File: src/rtl/pass_entry_tx.sv
// Code entry front end: debounces the enter button, collects DIGITS switch values into a packed
// code, then offers it to a downstream checker with a VALID/READY handshake.
module pass_entry_tx #(
  parameter int unsigned DIGITS     = 3,
  parameter int unsigned DIG_W      = 3,
  parameter int unsigned DEB_CYCLES = 4
) (
  input  logic                    CLK,
  input  logic                    RST_N,
  input  logic [DIG_W-1:0]        D,
  input  logic                    EN,
  input  logic                    CLR,
  input  logic                    READY,
  output logic [DIGITS*DIG_W-1:0] CODE,
  output logic                    VALID,
  output logic [DIGITS-1:0]       LEDS,
  output logic                    BUSY
);

  localparam int unsigned CNT_W = $clog2(DEB_CYCLES + 1);
  localparam int unsigned IDX_W = (DIGITS > 1) ? $clog2(DIGITS) : 1;
  localparam logic [IDX_W-1:0] LastIdx = IDX_W'(DIGITS - 1);

  typedef enum logic [1:0] {StIdle, StCollect, StSend} state_e;

  logic [CNT_W-1:0]        deb_cnt_q;
  logic                    en_db_q;
  logic                    en_db_prev_q;
  logic                    press;

  state_e                  state_q;
  logic [IDX_W-1:0]        idx_q;
  logic [DIGITS*DIG_W-1:0] code_q;
  logic [DIGITS-1:0]       leds_q;
  logic                    valid_q;
  logic                    busy_q;

  // Count consecutive samples that disagree with the accepted level; any agreeing sample restarts.
  always_ff @(posedge CLK or negedge RST_N) begin
    if (!RST_N) begin
      deb_cnt_q    <= '0;
      en_db_q      <= 1'b0;
      en_db_prev_q <= 1'b0;
    end else begin
      en_db_prev_q <= en_db_q;
      if (EN != en_db_q) begin
        if (deb_cnt_q == CNT_W'(DEB_CYCLES - 1)) begin
          en_db_q   <= EN;
          deb_cnt_q <= '0;
        end else begin
          deb_cnt_q <= deb_cnt_q + CNT_W'(1);
        end
      end else begin
        deb_cnt_q <= '0;
      end
    end
  end

  assign press = en_db_q & ~en_db_prev_q;

  always_ff @(posedge CLK or negedge RST_N) begin
    if (!RST_N) begin
      state_q <= StIdle;
      idx_q   <= '0;
      code_q  <= '0;
      leds_q  <= '0;
      valid_q <= 1'b0;
      busy_q  <= 1'b0;
    end else begin
      unique case (state_q)
        StIdle, StCollect: begin
          // CLR wins over a simultaneous press; in IDLE there is nothing to abandon.
          if (state_q == StCollect && CLR) begin
            state_q <= StIdle;
            idx_q   <= '0;
            code_q  <= '0;
            leds_q  <= '0;
            busy_q  <= 1'b0;
          end else if (press) begin
            code_q[(DIGITS - 1 - 32'(idx_q)) * DIG_W +: DIG_W] <= D;
            leds_q[idx_q] <= 1'b1;
            busy_q        <= 1'b1;
            if (idx_q == LastIdx) begin
              state_q <= StSend;
              valid_q <= 1'b1;
            end else begin
              state_q <= StCollect;
              idx_q   <= idx_q + IDX_W'(1);
            end
          end
        end
        StSend: begin
          if (READY) begin
            state_q <= StIdle;
            idx_q   <= '0;
            code_q  <= '0;
            leds_q  <= '0;
            valid_q <= 1'b0;
            busy_q  <= 1'b0;
          end
        end
        default: begin
          state_q <= StIdle;
          idx_q   <= '0;
          code_q  <= '0;
          leds_q  <= '0;
          valid_q <= 1'b0;
          busy_q  <= 1'b0;
        end
      endcase
    end
  end

  assign CODE  = code_q;
  assign VALID = valid_q;
  assign LEDS  = leds_q;
  assign BUSY  = busy_q;

endmodule

File: config.mk
export PLATFORM = sky130hd
export DESIGN_NAME = pass_entry_tx
export DESIGN_NICKNAME = d
export VERILOG_FILES = /design/src/rtl/pass_entry_tx.sv
export SDC_FILE = /design/constraint.sdc
export NUM_CORES = 1
export LEC_CHECK = 0
export ABC_AREA = 1
export CORE_ASPECT_RATIO = 0.6
export CORE_UTILIZATION = 53
export CTS_CLUSTER_DIAMETER = 100
export DETAILED_ROUTE_END_ITERATION = 7
export GPL_TIMING_DRIVEN = 0
export PLACE_DENSITY = 0.79
export SLEW_MARGIN = 20
export SYNTH_ARGS = -nofsm -noshare
export SYNTH_HDL_FRONTEND = slang
export SYNTH_SLANG_ARGS = --single-unit
File: constraint.sdc
create_clock -name CLK -period 1.9 [get_ports CLK]
set_input_delay 0.38 -clock CLK [delete_from_list [all_inputs] [get_ports CLK]]
set_output_delay 0.38 -clock CLK [all_outputs]
set_load 0.05 [all_outputs]
==> impl_metrics.csv, run 1 <==
group,metric,value,unit
synthesis,synth.top_cells.by_count,"nand2_1 (56), dfrtp_1 (23), inv_1 (15)",
grt,gr-usage-met1,34.0,%
job,maxCapViolCount,0,
synthesis,ys_seq_area_share,41.6,%
floorplanning,die_width,68.0,µm
clock_tree,insertion_delay,260,ps
sta,fmax,548,MHz
worst_setup_path,worst_path_dominant_cell_family,"buffers and inverters",
grt,globalRouteMet2Util,36.1,%
grt,globalRouteTotalUtil,23.3,%
worst_setup_path,cp_slowest_cell,"clkdlybuf4s50_1",
grt,global_route_wire_length_before_repair,4930,µm
floorplanning,die_area,2830,µm²
synthesis,synth_top_area_share,41.6,%
pwr,total_power,3120,µW
placement,final_weighted_congestion_in_routability_driven_placement,0.861,
clock_tree,numCtsBuffers,3,
layout,storage_element_area,577,µm²
synthesis,syn_inst_count,171,
clock_tree,h-tree-depth,1,
layout,layout-drive-gt1-share,18.1,%
pwr,largest_vdd_supply_drop,0.941,mV
synthesis,post-synth-top-count-cell,"nand2_1",
layout,multi_input_area,727,µm²
drt,wire_per_inst,13.0,µm
sta,finalHoldViolCount,0,
grt,gr-usage-met3,5.22,%
worst_setup_path,startpoint_types,"flop",
worst_setup_path,crit_arrival,1450,ps
drt,routed_via_density,5.32,
synthesis,ffs_w_async_s_r_synth,100,%
sta,worst_slew_pin_slew,500,ps
synthesis,synth.lib_cells_used.distinct,23,
layout,n_antenna_cell,0,
floorplanning,fp.dieH,41.6,µm
synthesis,ys_dominant_reg_cell,"dfrtp_1",
floorplanning,coreArea,2310,µm²
clock_tree,total_number_of_clock_tree_sinks,23,
sta,finalSetupViolCount,0,
sta,finalMaxSlewViolations,0,
clock_tree,ctsLongestPathBuffers,2,
drt,routed_wirelength,2970,µm
grt,grt_pass1_vias,1093,
pwr,cellLeakagePower,0.000866,µW
sta,fin_skew,4.86,ps
outcome,status,"finished, final reports clean",
grt,grt_remaining_overflow,0,
worst_setup_path,critPathMaxStageDelay,820,ps
grt,globalRoute.busiestLayer,"met2",
grt,antenna_violations_before_repair,0,
worst_setup_path,critical_path.cell_chain,"clkdlybuf4s50_1",
synthesis,synth_area_leader_cell,"dfrtp_1",
floorplanning,rows,13,
pwr,cellPowerDensity,1830,nW/µm²
placement,hpwl_reported_at_the_end_of_detailed_placement,2280,µm
synthesis,synth_enable_flop_cells,0,
floorplanning,starting_density_of_the_core,59.9,%
synthesis,syn_avg_cell_area,8.09,µm²
floorplanning,top_level_ports,22,
drt,drt.antenna.violating_nets,0,
drt,vias,1218,
worst_setup_path,worst_setup_end_kind,"primary output",
clock_tree,clk_pin_slew,80,ps
grt,grt_start_max_net_pins,24,
synthesis,postSynthNetCount,188,
worst_setup_path,required,1520,ps
layout,final_core_util,73.8,%
worst_setup_path,critical_path_class,"flop to primary output",
clock_tree,clock_root_cell,"clkbuf_8",
layout,num-nets-final,217,
synthesis,postSynthRegisterBits,23,
worst_setup_path,critical_path_peak_fanout,2,
sta,max_slew_margin,66.6,%
drt,detail_route.iter0.violations,69,
synthesis,ys.warnings.count,0,
clock_tree,tritoncts,"yes",
synthesis,post_synth_instance_area,1380,µm²
min_path,hold_path.class,"input pin to async pin",
layout,synthToLayoutAreaGrowth,23.1,%
layout,fillcell_total,175,
drt,drcViolationCount,0,
drt,drt-pass1-iter-count,4,
placement,io_buffer_count,21,
clock_tree,cts_hold_buffers,0,
sta,fin_crit,1830,ps
worst_setup_path,timing.critical_path.buf_inv,1,
synthesis,area_contributors_post_synth,"dfrtp_1 (42%), nand2_1 (15%), ha_1 (8.1%)",
sta,layout_worst_path_cycle_share,96.1,%
kinds of logic (layout without fill, tap and decap cells):
| logic type | after synthesis | in the layout | synth area share (%) |
|---|---|---|---|
| AO/OA/AOI/OAI | 17 | 17 | 6.69 |
| XOR/XNOR | 1 | 1 | 0.633 |
| flip-flops | 23 | 23 | 41.6 |
| AND/OR/NAND/NOR | 99 | 99 | 35.9 |
| buffers and inverters | 21 | 49 | 6.24 |
| multiplexers | 1 | 1 | 0.814 |
| adder cells (fa/ha/maj) | 9 | 9 | 8.14 |
path summary, 6_finish.rpt:
| path | from | to | slack [ps] | cells after the start |
|---|---|---|---|---|
| worst max-delay path | CODE[3]$_DFFE_PN0P_ | CODE[3] | 70 | 1 |
| worst min-delay path | RST_N | state_q[0]$_DFFE_PN0P_ | 80 | 1 |
| worst max register to register | idx_q[0]$_DFFE_PN0P_ | CODE[2]$_DFFE_PN0P_ | 140 | 8 |
| worst min register to register | deb_cnt_q[0]$_DFF_PN0_ | deb_cnt_q[0]$_DFF_PN0_ | 450 | 1 |
| max in group asynchronous | RST_N | idx_q[0]$_DFFE_PN0P_ | 1460 | 1 |
| min in group CLK | deb_cnt_q[0]$_DFF_PN0_ | deb_cnt_q[0]$_DFF_PN0_ | 450 | 1 |
through the flow:
stage / TNS (ps) / hold WS (ps) / cells / setup slack, ps / cell area (µm²)
after global placement: 0 / 424 / 222 / 0.114 / 1630
after global routing: -1.78 / 120 / 229 / -1.57 / 1700
after detailed placement: -218 / 443 / 222 / -60.0 / 1630
after floorplan: 0 / 84.4 / 171 / 296 / 1380
final: 0 / 75.2 / 229 / 74.8 / 1700
after CTS: 0 / 453 / 226 / 11.4 / 1680
layer usage:
layer / vias to the layer above / routed length [µm]
li1: 609 / -
met1: 566 / 1440
met2: 41 / 1330
met3: 2 / 194
met4: 0 / 8
met5: - / 0
timing repair:
action	CTS	global route
gates resized for setup	1	3
buffers inserted	0	3
setup endpoints to repair	8	9
sequential cells by signal, summed over array words and instances, names as in the netlist:
name	cells
VALID	1
en_db_prev_q	1
BUSY	1
deb_cnt_q	3
idx_q	2
en_db_q	1
CODE	9
state_q	2
LEDS	3
where the power goes:
group | internal (µW) | total (µW) | leakage [µW] | switching (µW)
clock | 149 | 292 | 0.0000228 | 143
combinational | 662 | 2020 | 0.000544 | 1360
sequential | 675 | 804 | 0.000299 | 129
total | 1490 | 3120 | 0.000866 | 1630
cell type report:
class,instances,area share [%]
inverter,20,4.63
multi-input combinational,127,42.7
sequential,23,33.8
buffer,1,0.661
clock buffer,4,2.64
tap,30,2.20
timing repair buffer,24,13.4
placed cells by master (no fill, tap or decap), types with 2 or more instances in the layout:
master            n
dfrtp_1          22
ha_1              7
nand2_2           6
nand3_4           2
nand2_1          56
nand2_4           2
nor2_1            8
ha_2              2
o21ai_2           2
nand3_1          11
inv_2             5
o21ai_0          13
nor3_1            2
clkbuf_8          3
inv_1            14
nand4_1           5
buf_4             3
clkdlybuf4s50_1  20
nand3_2           4
Note: power is estimated with default switching activity, not from simulation.
==> run 2, diff against run 1 <==
==> constraint.sdc (replaced) <==
create_clock -name CLK -period 1.9 [get_ports CLK]
set_input_delay 0.285 -clock CLK [delete_from_list [all_inputs] [get_ports CLK]]
set_output_delay 0.285 -clock CLK [all_outputs]
set_load 0.05 [all_outputs]
==> results of run 2 <==
The final DEF is identical to that of run 1. Status: complete, but fails checks: negative hold slack.
Main changes from that run: setup slack after layout 74.8 ps -> 142 ps; hold slack 75.2 ps -> -19.8 ps; number of hold violations in the final report 0 -> 23; start point of the critical path CODE[3]$_DFFE_PN0P_ -> idx_q[0]$_DFFE_PN0P_; end point of the critical path CODE[3] -> CODE[2]$_DFFE_PN0P_
